[src/rtl/wb_pkg.sv]
// wb_pkg: shared widths, queue entry layout and load FSM states for the writeback unit
package wb_pkg;
  localparam int REG_W = 3;
  localparam int DATA_W = 8;
  typedef struct packed {
    logic [REG_W-1:0]  dest;
    logic [DATA_W-1:0] data;
    logic              filled;
  } wb_entry_t;
  typedef enum logic {LD_IDLE, LD_WAIT} ld_state_t;
endpackage

[src/rtl/writeback_unit_if.sv]
// writeback_unit_if: producer/register-file side signals of the writeback unit
interface writeback_unit_if;
  import wb_pkg::*;
  logic              alu_valid;
  logic [REG_W-1:0]  alu_dest;
  logic [DATA_W-1:0] alu_data;
  logic              alu_ready;
  logic              load_start;
  logic [REG_W-1:0]  load_dest;
  logic              load_ready;
  logic              mem_ready;
  logic [DATA_W-1:0] mem_data;
  logic [REG_W-1:0]  query_reg;
  logic              hazard;
  logic              regWrite;
  logic [REG_W-1:0]  writeRegister;
  logic [DATA_W-1:0] writeData;
  logic              load_error;
  modport master (
    output alu_valid, alu_dest, alu_data, load_start, load_dest, mem_ready, mem_data, query_reg,
    input  alu_ready, load_ready, hazard, regWrite, writeRegister, writeData, load_error
  );
  modport slave (
    input  alu_valid, alu_dest, alu_data, load_start, load_dest, mem_ready, mem_data, query_reg,
    output alu_ready, load_ready, hazard, regWrite, writeRegister, writeData, load_error
  );
endinterface

[src/rtl/wb_slot_queue.sv]
// wb_slot_queue: in-order circular slot buffer with reserve/push at tail, fill by index, pop at head
module wb_slot_queue
  import wb_pkg::*;
#(
  parameter int DEPTH = 4,
  parameter int IW = $clog2(DEPTH),
  parameter int CW = $clog2(DEPTH + 1)
) (
  input  logic                         clock,
  input  logic                         reset,
  input  logic                         rsv_i,
  input  logic [REG_W-1:0]             rsv_dest_i,
  input  logic                         push_i,
  input  logic [REG_W-1:0]             push_dest_i,
  input  logic [DATA_W-1:0]            push_data_i,
  input  logic                         fill_i,
  input  logic [IW-1:0]                fill_idx_i,
  input  logic [DATA_W-1:0]            fill_data_i,
  input  logic                         pop_i,
  output logic [REG_W-1:0]             head_dest_o,
  output logic [DATA_W-1:0]            head_data_o,
  output logic                         head_filled_o,
  output logic [CW-1:0]                count_o,
  output logic [IW-1:0]                tail_o,
  output logic [DEPTH-1:0][REG_W-1:0]  dests_o,
  output logic [DEPTH-1:0]             occ_o
);
  wb_entry_t       mem_q [DEPTH];
  wb_entry_t       mem_d [DEPTH];
  logic [IW-1:0]   head_q, head_d, tail_q, tail_d, tail_m;
  logic [CW-1:0]   count_q, count_d;
  function automatic logic [IW-1:0] nxt(input logic [IW-1:0] i);
    return (int'(i) == DEPTH - 1) ? '0 : i + 1'b1;
  endfunction
  // a reservation takes the tail first so a same-cycle push lands behind it
  always_comb begin
    mem_d = mem_q;
    if (fill_i) begin
      mem_d[fill_idx_i].data = fill_data_i;
      mem_d[fill_idx_i].filled = 1'b1;
    end
    if (rsv_i) mem_d[tail_q] = '{dest: rsv_dest_i, data: '0, filled: 1'b0};
    tail_m = rsv_i ? nxt(tail_q) : tail_q;
    if (push_i) mem_d[tail_m] = '{dest: push_dest_i, data: push_data_i, filled: 1'b1};
    tail_d = push_i ? nxt(tail_m) : tail_m;
    head_d = pop_i ? nxt(head_q) : head_q;
    count_d = count_q + CW'(rsv_i) + CW'(push_i) - CW'(pop_i);
  end
  always_ff @(posedge clock) begin
    if (reset) begin
      mem_q <= '{default: '0};
      head_q <= '0;
      tail_q <= '0;
      count_q <= '0;
    end else begin
      mem_q <= mem_d;
      head_q <= head_d;
      tail_q <= tail_d;
      count_q <= count_d;
    end
  end
  always_comb begin
    for (int i = 0; i < DEPTH; i++) begin
      dests_o[i] = mem_q[i].dest;
      occ_o[i] = ((i - int'(head_q) + DEPTH) % DEPTH) < int'(count_q);
    end
  end
  assign head_dest_o = mem_q[head_q].dest;
  assign head_data_o = mem_q[head_q].data;
  assign head_filled_o = (count_q != '0) && mem_q[head_q].filled;
  assign count_o = count_q;
  assign tail_o = tail_q;
endmodule

[src/rtl/writeback_unit.sv]
// writeback_unit: orders ALU and load results into single-port register file writes, with hazard flag.
// WRITEBACK_BYPASS_EN: ALU results skip the queue into the output registers when the queue is empty.
module writeback_unit
  import wb_pkg::*;
#(
  parameter int DEPTH = 4,
  parameter int LOAD_TIMEOUT = 15
) (
  input logic              clock,
  input logic              reset,
  writeback_unit_if.slave  bus
);
  localparam int IW = $clog2(DEPTH);
  localparam int CW = $clog2(DEPTH + 1);
  localparam int TW = $clog2(LOAD_TIMEOUT + 1);
  logic [REG_W-1:0]            head_dest;
  logic [DATA_W-1:0]           head_data;
  logic                        head_filled;
  logic [CW-1:0]               count;
  logic [IW-1:0]               tail;
  logic [DEPTH-1:0][REG_W-1:0] dests;
  logic [DEPTH-1:0]            occ;
  ld_state_t                   ld_state_q, ld_state_d;
  logic [IW-1:0]               slot_q, slot_d;
  logic [TW-1:0]               wait_q, wait_d;
  logic                        err_q, err_d;
  logic                        we_q, we_d;
  logic [REG_W-1:0]            wr_q, wr_d;
  logic [DATA_W-1:0]           wd_q, wd_d;
  logic                        alu_rdy, load_rdy, alu_acc, load_acc, byp, pop, fill, hz;
  logic [DATA_W-1:0]           fill_data;
  assign alu_rdy = count != CW'(DEPTH);
  assign load_rdy = (ld_state_q == LD_IDLE) && (CW'(DEPTH) - count >= CW'(2));
  assign alu_acc = bus.alu_valid && alu_rdy;
  assign load_acc = bus.load_start && load_rdy;
  assign pop = head_filled;
`ifdef WRITEBACK_BYPASS_EN
  assign byp = alu_acc && (count == '0) && !load_acc;
`else
  assign byp = 1'b0;
`endif
  wb_slot_queue #(.DEPTH(DEPTH)) u_queue (
    .clock         (clock),
    .reset         (reset),
    .rsv_i         (load_acc),
    .rsv_dest_i    (bus.load_dest),
    .push_i        (alu_acc && !byp),
    .push_dest_i   (bus.alu_dest),
    .push_data_i   (bus.alu_data),
    .fill_i        (fill),
    .fill_idx_i    (slot_q),
    .fill_data_i   (fill_data),
    .pop_i         (pop),
    .head_dest_o   (head_dest),
    .head_data_o   (head_data),
    .head_filled_o (head_filled),
    .count_o       (count),
    .tail_o        (tail),
    .dests_o       (dests),
    .occ_o         (occ)
  );
  // mem_ready is checked before the timeout so real data wins on the deadline edge
  always_comb begin
    ld_state_d = ld_state_q;
    slot_d = slot_q;
    wait_d = wait_q;
    err_d = err_q;
    fill = 1'b0;
    fill_data = bus.mem_data;
    if (ld_state_q == LD_IDLE) begin
      if (load_acc) begin
        ld_state_d = LD_WAIT;
        slot_d = tail;
        wait_d = '0;
      end
    end else if (bus.mem_ready) begin
      fill = 1'b1;
      ld_state_d = LD_IDLE;
    end else if (wait_q == TW'(LOAD_TIMEOUT)) begin
      fill = 1'b1;
      fill_data = '0;
      err_d = 1'b1;
      ld_state_d = LD_IDLE;
    end else begin
      wait_d = wait_q + 1'b1;
    end
  end
  always_comb begin
    we_d = byp || pop;
    wr_d = byp ? bus.alu_dest : pop ? head_dest : wr_q;
    wd_d = byp ? bus.alu_data : pop ? head_data : wd_q;
    hz = we_q && (wr_q == bus.query_reg);
    for (int i = 0; i < DEPTH; i++) hz = hz | (occ[i] && (dests[i] == bus.query_reg));
  end
  always_ff @(posedge clock) begin
    if (reset) begin
      ld_state_q <= LD_IDLE;
      slot_q <= '0;
      wait_q <= '0;
      err_q <= 1'b0;
      we_q <= 1'b0;
      wr_q <= '0;
      wd_q <= '0;
    end else begin
      ld_state_q <= ld_state_d;
      slot_q <= slot_d;
      wait_q <= wait_d;
      err_q <= err_d;
      we_q <= we_d;
      wr_q <= wr_d;
      wd_q <= wd_d;
    end
  end
  assign bus.alu_ready = alu_rdy;
  assign bus.load_ready = load_rdy;
  assign bus.hazard = hz;
  assign bus.regWrite = we_q;
  assign bus.writeRegister = wr_q;
  assign bus.writeData = wd_q;
  assign bus.load_error = err_q;
endmodule

[src/flat_wrapper.sv]
// flat-port wrapper written by rule: the top's interface ports become plain ports
module writeback_unit_flat import wb_pkg::*;
#(
  parameter int DEPTH = 4,
  parameter int LOAD_TIMEOUT = 15
)
  (clock, reset, bus_alu_valid, bus_alu_dest, bus_alu_data, bus_load_start, bus_load_dest, bus_mem_ready, bus_mem_data, bus_query_reg, bus_alu_ready, bus_load_ready, bus_hazard, bus_regWrite, bus_writeRegister, bus_writeData, bus_load_error);
  writeback_unit_if bus_i ();
  input logic clock;
  input logic reset;
  input wire logic [$bits(bus_i.alu_valid)-1:0] bus_alu_valid;
  input wire logic [$bits(bus_i.alu_dest)-1:0] bus_alu_dest;
  input wire logic [$bits(bus_i.alu_data)-1:0] bus_alu_data;
  input wire logic [$bits(bus_i.load_start)-1:0] bus_load_start;
  input wire logic [$bits(bus_i.load_dest)-1:0] bus_load_dest;
  input wire logic [$bits(bus_i.mem_ready)-1:0] bus_mem_ready;
  input wire logic [$bits(bus_i.mem_data)-1:0] bus_mem_data;
  input wire logic [$bits(bus_i.query_reg)-1:0] bus_query_reg;
  output wire logic [$bits(bus_i.alu_ready)-1:0] bus_alu_ready;
  output wire logic [$bits(bus_i.load_ready)-1:0] bus_load_ready;
  output wire logic [$bits(bus_i.hazard)-1:0] bus_hazard;
  output wire logic [$bits(bus_i.regWrite)-1:0] bus_regWrite;
  output wire logic [$bits(bus_i.writeRegister)-1:0] bus_writeRegister;
  output wire logic [$bits(bus_i.writeData)-1:0] bus_writeData;
  output wire logic [$bits(bus_i.load_error)-1:0] bus_load_error;
  assign bus_i.alu_valid = bus_alu_valid;
  assign bus_i.alu_dest = bus_alu_dest;
  assign bus_i.alu_data = bus_alu_data;
  assign bus_i.load_start = bus_load_start;
  assign bus_i.load_dest = bus_load_dest;
  assign bus_i.mem_ready = bus_mem_ready;
  assign bus_i.mem_data = bus_mem_data;
  assign bus_i.query_reg = bus_query_reg;
  assign bus_alu_ready = bus_i.alu_ready;
  assign bus_load_ready = bus_i.load_ready;
  assign bus_hazard = bus_i.hazard;
  assign bus_regWrite = bus_i.regWrite;
  assign bus_writeRegister = bus_i.writeRegister;
  assign bus_writeData = bus_i.writeData;
  assign bus_load_error = bus_i.load_error;
  writeback_unit #(.DEPTH(DEPTH), .LOAD_TIMEOUT(LOAD_TIMEOUT)) u_core (.clock(clock), .reset(reset), .bus(bus_i));
endmodule
[config.mk]
export PLATFORM = sky130hd
export DESIGN_NAME = writeback_unit_flat
export DESIGN_NICKNAME = d
export VERILOG_FILES = /design/src/rtl/wb_pkg.sv /design/src/rtl/writeback_unit_if.sv /design/src/rtl/wb_slot_queue.sv /design/src/rtl/writeback_unit.sv /design/src/flat_wrapper.sv
export SDC_FILE = /design/constraint.sdc
export NUM_CORES = 1
export LEC_CHECK = 0
export ABC_CLOCK_PERIOD_IN_PS = 3290
export BUFFER_PORTS_ARGS = -buffer_cell sky130_fd_sc_hd__buf_2
export CORE_UTILIZATION = 40
export CTS_BUF_LIST = sky130_fd_sc_hd__clkbuf_4 sky130_fd_sc_hd__clkbuf_8 sky130_fd_sc_hd__clkbuf_16
export DETAILED_ROUTE_END_ITERATION = 7
export GPL_TIMING_DRIVEN = 0
export PLACE_DENSITY = 0.61
export SLEW_MARGIN = 20
export SYNTH_ARGS = -nofsm -noshare
export SYNTH_HDL_FRONTEND = slang
export SYNTH_SLANG_ARGS = --single-unit
[constraint.sdc]
create_clock -name clock -period 3.29 [get_ports clock]
set_clock_uncertainty 0.2 [all_clocks]
set_input_delay 0.329 -clock clock [delete_from_list [all_inputs] [get_ports clock]]
set_output_delay 0.329 -clock clock [all_outputs]
set_load 0.01 [all_outputs]
# [Word level (Yosys, flattened, before mapping)]
# Index checks and enable logic that the tools add are counted.
# Widths: inputs -> output; s select.
[op_classes] add_sub_neg=16 n_lt_le_gt_ge=12 n_eq_ne=12 muxes=37 n_bitwise=14 n_reduce_logical=21
[ops] cell="$bwmux 48" n=4
[ops] cell="$mux 48" n=3
[ops] cell="$demux 12 s2" n=4
[ops] cell="$mux 12" n=4
[ops] cell="$bmux 12 s2" n=1
[ops] cell="$mux 8" n=3
[ops] cell="$add 3x4->5 const B" n=4
[ops] cell="$lt 3x4->1" n=4
[ops] cell="$mux 4" n=4
[ops] cell="$eq 3x3->1" n=5
[ops] cell="$ge 3x3->1 const B" n=4
[ops] cell="$logic_and 1x1->1" n=12
[ops] cell="$not 2->3" n=4
[ops] cell="$mux 2" n=5
[ops] cell="$lt 3x1->1 const B" n=3
[ops] cell="$mux 9" n=1
[ops] cell="$mux 1" n=8
[ops] cell="$reduce_or 2->1" n=4
[ops] cell="$add 2x1->2 const B" n=3
[ops] cell="$add 3x1->3" n=2
[ops] cell="$eq 2x1->1 const B" n=3
[ops] cell="$reduce_and 3->1" n=2
[ops] cell="$sub 1x2->3 const A" n=2
[ops] cell="$sub 2x2->3 const A" n=2
[ops] cell="other kinds (13)" n=21
[totals] regBits=75 inputBits=30 out_inout_bits=16 wordCells=134

# [Depth between registers and ports, before layout]
# Gate-level depths: netlist (run 1).
[logic_depth] depth_word=12 depth_mapped=14 ltp_nobuf=13

# [Cells and area by module]
# Synthesis (run 1) repeated with hierarchy kept, for this count alone.
[unflattened] hier_cells=458 hier_area_um2=4227.8
[by_module_without_submodules] mod="wb_slot_queue" n_inst=1 cells_per_inst=337 area_each_um2=3151.8 seq_area_each_um2=1101.1
[by_module_without_submodules] mod="writeback_unit" n_inst=1 cells_per_inst=121 area_each_um2=1076.0 seq_area_each_um2=400.4

# [Worst setup path after synthesis (run 1)]
# OpenSTA, ideal clock, no wires.
[synth_path] path_type="reg-to-reg" from="reg u_core.u_queue.count_q[1] (netlist: u_core.u_queue.count_o[1])" to="reg u_core.u_queue.count_q[2] (netlist: u_core.u_queue.count_o[2])" setup_time_ps=128 t_arrival_ps=3066 required_time_ps=2962 setup_slack_ps=-103 path_stages_with_launch=15 path_buffers=1 synth_period_minus_slack_ps=3393 cell_sequence="dfxtp_1 -> inv_1 -> ha_1 -> ha_1 -> nor3b_1 -> nor2_1 -> buf_2 -> inv_1 -> ha_1 -> inv_1 -> fa_1 -> fa_1 -> xnor2_1 -> xnor2_1 -> nor2_1"
[synth_between] elab_chain_cells=7 word_cells_on_any_way=11 cone_classes="add/sub (4); order compare (1); eq/ne (1); reduce/logical (5)"
[synth_rtl] element="from (decl)" line="wb_slot_queue.sv:31" source="logic [CW-1:0] count_q, count_d;"
[synth_rtl] element="from (signal assigned)" line="wb_slot_queue.sv:59" source="count_q <= count_d;"
[synth_rtl] element="$sub 3x3->3" line="writeback_unit.sv:33" source="assign load_rdy = (ld_state_q == LD_IDLE) && (CW'(DEPTH) - count >= CW'(2));"
[synth_rtl] element="$ge 3x2->1" line="writeback_unit.sv:33"
[synth_rtl] element="$logic_and 1x1->1" line="writeback_unit.sv:33"
[synth_rtl] element="$logic_and 1x1->1" line="writeback_unit.sv:35" source="assign load_acc = bus.load_start && load_rdy;"
[synth_rtl] element="$add 3x1->3 (2 in series)" line="wb_slot_queue.sv:47" source="count_d = count_q + CW'(rsv_i) + CW'(push_i) - CW'(pop_i);"
[synth_rtl] element="$sub 3x1->3 (*)" line="wb_slot_queue.sv:47"
# Mark *: on every way between the ends. The rest lies on a longest branch, timed or not.
# A chain may end at the register's enable or synchronous reset.

# [Final worst setup path (run 1)]
[layout_path] from="reg u_core.u_queue.head_q[0]" to="reg u_core.u_queue.count_q[2] (netlist: u_core.u_queue.count_o[2])"
[layout_between] elab_chain_cells=6
[layout_rtl] element="from (decl)" line="wb_slot_queue.sv:30" source="logic [IW-1:0] head_q, head_d, tail_q, tail_d, tail_m;"
[layout_rtl] element="from (signal assigned)" line="wb_slot_queue.sv:52" source="head_q <= '0;"
[layout_rtl] element="from (signal assigned)" line="wb_slot_queue.sv:57" source="head_q <= head_d;"
[layout_rtl] element="$not 2->3 (not written as such)" line="wb_slot_queue.sv:70" source="assign head_filled_o = (count_q != '0) && mem_q[head_q].filled;"
[layout_rtl] element="$bmux 12 s2" line="wb_slot_queue.sv:70"
[layout_rtl] element="$mux 12 (not written as such) (2 in series)" line="wb_slot_queue.sv:70"
[layout_rtl] element="$logic_and 1x1->1" line="wb_slot_queue.sv:70"
[layout_rtl] element="net u_core.head_filled" line="writeback_unit.sv:18" source="logic head_filled;"
[layout_rtl] element="$sub 3x1->3" line="wb_slot_queue.sv:47"
# The timed path passes the listed nets, and every way through them passes these cells. The select of a mux whose other input is x is not followed.

==> results of run 1 <==
[through the flow]
step	hold slack, ns	cells	util [%]	cell area [µm²]
after floorplan	0.260	411	-	3900
after global placement	0.254	581	45.7	4270
after detailed placement	0.264	581	45.7	4270
after CTS	0.0862	601	48.5	4530
after global routing	0.0959	603	49.3	4600
final	0.0987	603	49.3	4600
[worst max-delay path, cell delays in order (launching register included)]
cell	delay (ns)
dfxtp_2	0.36
buf_8	0.12
mux4_2	0.53
nand2b_1	0.11
buf_6	0.11
buf_12	0.13
inv_1	0.05
ha_1	0.28
inv_1	0.05
fa_2	0.37
fa_2	0.41
xnor2_2	0.16
xnor2_1	0.13
nor2_1	0.05
[placed cells by master (no fill, tap or decap), types with 11 or more instances in the layout]
cell type / n
dfxtp_1: 71
buf_2: 47
a22oi_1: 33
o22ai_1: 32
nor2_1: 30
nand2_1: 26
nand3_1: 21
a21oi_1: 18
ha_1: 17
inv_1: 13
mux2i_1: 12
a311oi_1: 12
mux4_2: 11
nand2b_1: 11
[final cells by class]
type	instances	share of cell area [%]
Clock inverter	6	1.55
Inverter	16	1.31
Sequential cell	75	32.8
Clock buffer	10	2.99
Tap cell	129	3.51
Timing Repair Buffer	47	5.44
Buffer	27	3.37
Multi-Input combinational cell	293	49.0
[cell usage after synthesis (4+ instances only)]
cell type	count	area [µm²]
a311oi_1	12	105
o22ai_1	32	200
buf_2	6	30.0
nand2b_1	11	68.8
mux4_2	11	248
nor3_1	6	30.0
nand3_1	21	105
nor2b_1	4	25.0
ha_1	19	238
inv_1	15	56.3
dfxtp_1	75	1500
nand2_1	26	97.6
nand3b_2	4	45.0
buf_1	4	15.0
clkbuf_1	14	52.6
xnor2_1	11	96.3
mux2i_1	12	120
xor2_1	8	70.1
a21oi_1	19	95.1
a22oi_1	33	248
nor2_1	31	116
[flip-flops by register name, summed over array words and instances, names as in the netlist]
name,count
u_core.slot_q,2
u_core.ld_state_q,1
u_core.bus.writeRegister,3
u_core.bus.writeData,8
u_core.wait_q,4
u_core.bus.load_error,1
u_core.u_queue.tail_o,2
u_core.bus.regWrite,1
u_core.u_queue.count_o,3
u_core.u_queue.head_q,2
u_core.u_queue.dests_o,12
u_core.u_queue.mem_q,36
[worst max path at each step]
stage | cells after the start | endpoint | start
2_1_floorplan | 14 | u_core.u_queue.count_o[2] | u_core.u_queue.count_o[0]
3_3_place_gp | 14 | u_core.u_queue.count_o[2] | u_core.u_queue.count_o[0]
3_5_place_dp | 14 | u_core.u_queue.count_o[2] | u_core.u_queue.count_o[0]
4_1_cts | 14 | u_core.u_queue.count_o[2] | u_core.u_queue.count_o[0]
5_1_grt | 13 | u_core.u_queue.count_o[2] | u_core.u_queue.head_q[0]
6_report | 13 | u_core.u_queue.count_o[2] | u_core.u_queue.head_q[0]
[power by group through the flow]
stage	Combinational, mW	Clock, mW	Sequential [mW]
after floorplan	1.07	0	1.25
after global placement	1.41	0	1.29
after detailed placement	1.44	0	1.29
after CTS	1.50	0.763	1.27
after global routing	1.77	0.808	1.30
final	1.61	0.748	1.27
[routing by layer]
metal  track usage, %  vias to the layer above  part of all wire, %
li1                 -                     1645                    -
met1             28.7                     1697                   45
met2             37.2                      117                   48
met3             4.72                       12                  5.9
met4             8.92                        0                  1.3
met5                0                        -                    0
[logic make-up (layout without fill, tap and decap cells)]
| group | after synthesis | in the layout | share of synthesized area (%) |
|---|---|---|---|
| adder cells (fa/ha/maj) | 21 | 21 | 7.13 |
| AND/OR/NAND/NOR | 119 | 119 | 15.4 |
| AO/OA/AOI/OAI | 110 | 110 | 19.3 |
| multiplexers | 24 | 24 | 10.1 |
| XOR/XNOR | 19 | 19 | 4.27 |
| buffers and inverters | 43 | 106 | 5.14 |
| flip-flops | 75 | 75 | 38.6 |
[timing repair]
item | CTS | global route
endpoints found under the setup margin | 32 | 44
resized for setup | 10 | 12
setup buffers | 4 | 2
pin swaps | 2 | 3
==> summary.txt, run 1 <==
Power and ir drop
  • Power Density: ~790 nW/µm²
  • Logic gate share of total power: between 40 and 50%
  • Sw Share: between 30 and 40%
  • Overall power: approximately 3.6 mW
  • Switching pwr: 1.42 mW
  • Reg power frac: approximately a third
  • Internal power: 2.21 mW
  • VDD IR-drop max: between 200 and 250 µV
  • Clock share of power: 20.6%
  • Leak pwr: 1.84 nW

Critical path
  • CP Capture Type: flop
  • Crit-path max FO: 10
  • Crit Reg-Reg Endpoint: u_core.u_queue.count_o[2]
  • R2R Setup Slk: ~0.094 ns
  • CP arrival: between 3 and 4 ns
  • Worst Reg-to-Reg Cells: 13
  • CP Class: reg -> reg
  • Reg-to-reg critical path startpoint: u_core.u_queue.head_q[0]
  • Critical Path RT: 3.31 ns
  • Crit path launch type: flop

Final layout
  • Antenna cells: 0
  • Final #Nets: 520
  • Area Overhead vs Synth: 18.2%
  • Area of the multi-input gates: 2260 µm²
  • Number of fill cells in the layout: slightly below 900
  • FF+latch area: ~1500 µm²
  • Share of layout cells above drive strength 1: between 20% and 30%

Synth
  • Synthesized Nets: roughly 460
  • Mean Syn Cell Area: roughly 9.5 µm²
  • Ys flop type: dfxtp_1
  • Sequential share of the synthesized area: between 30% and 40%
  • Asr flop ratio synth: 0%
  • Post-synth EDFFs: 0
  • Cell Area, Synth: 3890 µm²
  • Ys Warns: 0
  • Flops & latches, synth: 75
  • Count of cell types in the netlist: between 40 and 50
  • Mapped Cells: around 400

STA
  • Setup tns final: 0 ns
  • Worst-Margin Slew: between 0.6 and 0.7 ns
  • Setup violators final: 0
  • Slew Limit Fails: 0
  • Max Clock Freq: ~310 MHz
  • Period utilization: between 90% and 100%
  • Tmin final: between 3 and 4 ns
  • Fin. Hold Viols: 0
  • Final setup margin: 0.0938 ns
  • Slew HR: approximately three fifths

Status
  • Status: complete, no violations

Detailed routing
  • Final ANT Viol Nets: 0
  • Drt pass-1 iters: 7
  • Routed WL: around 11000 µm
  • Via count: 3471
  • DRC viols: 0
  • DR iter-0 viols: between 300 and 400
  • Wire per inst: ~18 µm
  • DR vias/cell: 5.76

Global routing
  • Total congestion overflow: 0
  • All-Layer GR Usage: 22.5%
  • Vias in the first global route: approximately 3400
  • First-pass GRT wire length: 17300 µm
  • Largest net degree at the start of global routing: 15
  • Initial antenna violation count: 0

Clocking
  • CTS tree: done
  • Clock slew at the register clock pins of the worst setup and hold paths: around 0.090 ns
  • Clock buffer count from CTS: 9
  • Max H-tree Level: 3
  • CTS sink count: between 70 and 80
  • Clock latency on the worst-skew pair: roughly 0.35 ns
  • Root Buffer: clkbuf_8
  • CTS Buffer Depth: 2
  • Post-cts hold buffer count: 0

Floorplan
  • Core area: 9330 µm²
  • Starting Density: a little over two fifths
  • Die ar.: about 10000 µm²
  • Die Span Y: around 100 µm
  • Die width: between 100 and 150 µm
  • Io pins: 46
  • Site Rows: 35

Min path
  • Min-Delay Path Class: in -> reg
  • Hold path depth: 3
  • HP Start: bus_load_dest[2]
  • Worst Hold Endpoint: u_core.u_queue.dests_o[5]

Place
  • DP HPWL: roughly 7700 µm
  • RePlAce Congestion: ~0.9
  • Port Buf Inserts: between 40 and 50
  • Setup Slack @ Placement: -0.395 ns

Run
  • Max Cap Viol: 0
Power figures use the tool's default switching activity.
==> run 2, diff against run 1 <==
--- a/config.mk
+++ b/config.mk
@@ -7,11 +7,13 @@
 export LEC_CHECK = 0
 export ABC_CLOCK_PERIOD_IN_PS = 3290
 export BUFFER_PORTS_ARGS = -buffer_cell sky130_fd_sc_hd__buf_2
-export CORE_UTILIZATION = 40
+export CELL_PAD_IN_SITES_DETAIL_PLACEMENT = 2
+export CELL_PAD_IN_SITES_GLOBAL_PLACEMENT = 2
+export CORE_UTILIZATION = 33
 export CTS_BUF_LIST = sky130_fd_sc_hd__clkbuf_4 sky130_fd_sc_hd__clkbuf_8 sky130_fd_sc_hd__clkbuf_16
 export DETAILED_ROUTE_END_ITERATION = 7
 export GPL_TIMING_DRIVEN = 0
-export PLACE_DENSITY = 0.61
+export PLACE_DENSITY = 0.76
 export SLEW_MARGIN = 20
 export SYNTH_ARGS = -nofsm -noshare
 export SYNTH_HDL_FRONTEND = slang
==> run 2 against run 1 <==
  * Cell count increased by 3.3%
  * Die area increased by 21%
  * Clock-buffer cell count increased by 2
  * Setup slack improved by 0.040 ns
  * Register-to-register slack improved by 0.04 ns
  * Sequential share of layout area decreased by 1.4 points
  * Critical endpoint unchanged
  * Highest routed layer unchanged
==> summary.txt, run 2 (synthesis gave the netlist of run 1 again) <==
Floorplan
  • Starting Density: between 30% and 40%
  • Die width: between 100 and 150 µm
  • Site Rows: 39
  • Core area: 11500 µm²
  • Die ar.: approximately 12000 µm²
  • Die Span Y: ~110 µm
  • Io pins: 46

Critical path
  • R2R Setup Slk: approximately 0.13 ns
  • Crit. Startpoint: u_core.u_queue.count_o[0]
  • Crit-path max FO: 6
  • Cell family with most CP delay: adder cells
  • Critical Path RT: 3.29 ns
  • Reg-to-reg critical path startpoint: u_core.u_queue.count_o[0]
  • Slowest CP cell: fa_2
  • CP Capture Type: flop
  • CP peak stage delay: about 0.42 ns
  • Crit Reg-Reg Endpoint: u_core.u_queue.count_o[2]
  • Worst Reg-to-Reg Cells: 14
  • Critical path depth: 14
  • Crit path launch type: flop
  • CP arrival: 3.16 ns
  • Worst path cell trace: inv_1, ha_4, ha_4, nor3b_4, nor2_2, buf_6, inv_6, ha_1, inv_1, fa_2, fa_2, xnor2_2, xnor2_1, nor2_1
  • CP Class: reg -> reg
  • Crit path buffers/inverters: 4
  • Crit path capture: u_core.u_queue.count_o[2]

Global routing
  • Total congestion overflow: 0
  • First-pass GRT wire length: approximately 21000 µm
  • Initial antenna violation count: 0
  • Largest net degree at the start of global routing: 13
  • All-Layer GR Usage: approximately 23%
  • Vias in the first global route: between 3000 and 4000

Power and ir drop
  • Overall power: around 4.2 mW
  • Leak pwr: 1.93 nW
  • VDD IR-drop max: between 400 and 500 µV
  • Power Density: 874 nW/µm²

STA
  • Max Clock Freq: around 320 MHz
  • Worst-Margin Slew: 0.662 ns
  • Setup violators final: 0
  • Tmin final: 3.16 ns
  • Period utilization: a little over nine tenths
  • Final setup margin: around 0.13 ns
  • Fin. Hold Viols: 0
  • Slew HR: 55.8%
  • Slew Limit Fails: 0

Detailed routing
  • Final ANT Viol Nets: 0
  • Drt pass-1 iters: 4
  • DR vias/cell: ~5.7
  • M1 wire length: 5700 µm
  • Routed WL: approximately 13000 µm
  • Highest metal used: met4
  • Via count: around 3600
  • Wire per inst: roughly 22 µm
  • WL met2: just under 7000 µm
  • Met3 wire length: about 640 µm
  • DRC viols: 0
  • DR iter-0 viols: roughly 210

Clocking
  • CTS sink count: 75
  • Clock slew at the register clock pins of the worst setup and hold paths: around 0.060 ns
  • Root Buffer: clkbuf_16
  • Max H-tree Level: 3
  • Clock latency on the worst-skew pair: 0.35 ns
  • CTS Buffer Depth: 2
  • Clock buffer count from CTS: 9
  • CTS tree: done

Status
  • Status: complete, no violations

Min path
  • HP Start: bus_alu_dest[2]
  • Min-Delay Path Class: in -> reg

Place
  • RePlAce Congestion: approximately 0.8
  • DP HPWL: around 9700 µm
  • Port Buf Inserts: a little over 40
  • Setup Slack @ Placement: -0.530 ns

Final layout
  • Final #Nets: 526
  • Final Core Density: between 40% and 50%
  • Area Overhead vs Synth: 23.5%
  • Most common library cell in the layout ignoring fill and taps: dfxtp_1
  • Antenna cells: 0
  • Share of layout cells above drive strength 1: a little under a quarter
  • Max FFs per register: 36
  • Most flop-heavy register: u_core.u_queue.mem_q
  • Most frequent cells in the layout: dfxtp_1, buf_2, a22oi_1, o22ai_1, nor2_1

Run
  • Max Cap Viol: 0
[run 2: worst register-to-register path: cells and delay by family (launching register included)]
kind          cells  cell delay, ns
xor+xnor          2            0.32
fa+ha+maj         5            1.44
buf+inv           4            0.37
flops             1            0.34
simple gates      3            0.37
[run 2: cell type report]
class | count | area [µm²]
buffer | 26 | 140
clock buffer | 12 | 267
clock inverter | 4 | 95.1
fill | 1228 | 6660
inverter | 16 | 67.6
multi-input combinational | 293 | 2250
sequential | 75 | 1510
tap | 143 | 179
timing repair buffer | 54 | 303
[run 2: worst min path at each step]
stage | to | slack, ns | cells after the start
after floorplan | u_core.wait_q[1] | 0.26 | 2
after global placement | u_core.bus.load_error | 0.26 | 2
after CTS | u_core.u_queue.dests_o[5] | 0.1 | 3
after global routing | u_core.u_queue.dests_o[11] | 0.12 | 3
final | u_core.u_queue.dests_o[11] | 0.11 | 3
after detailed placement | u_core.bus.load_error | 0.27 | 2
[run 2: per-layer routing]
layer	track usage, %	vias to the layer above
met5	0	-
met4	7.82	0
met3	4.88	22
met2	40.0	91
met1	27.8	1798
li1	-	1650
[run 2: metrics by stage]
| step | hold slack [ns] | setup TNS [ns] | area [µm²] | cells |
|---|---|---|---|---|
| 2_1_floorplan | 0.260 | 0 | 3900 | 411 |
| 3_3_place_gp | 0.259 | -6.32 | 4280 | 595 |
| 3_5_place_dp | 0.272 | -8.32 | 4280 | 595 |
| 4_1_cts | 0.0974 | -0.0732 | 4700 | 613 |
| 5_1_grt | 0.124 | -0.0349 | 4810 | 623 |
| 6_report | 0.108 | 0 | 4810 | 623 |
[run 2: timing repair]
item,4_1_cts,5_1_grt
gates cloned,0,0
setup endpoints to repair,42,45
resized for setup,15,11
setup buffers,2,11
pin swaps,2,4
hold buffers,0,0
[run 2: power by group]
group	leakage, nW	internal (mW)	switching, mW	total (mW)
clock	0.179	0.802	0.396	1.20
sequential	0.612	1.12	0.170	1.29
combinational	1.14	0.753	0.962	1.71
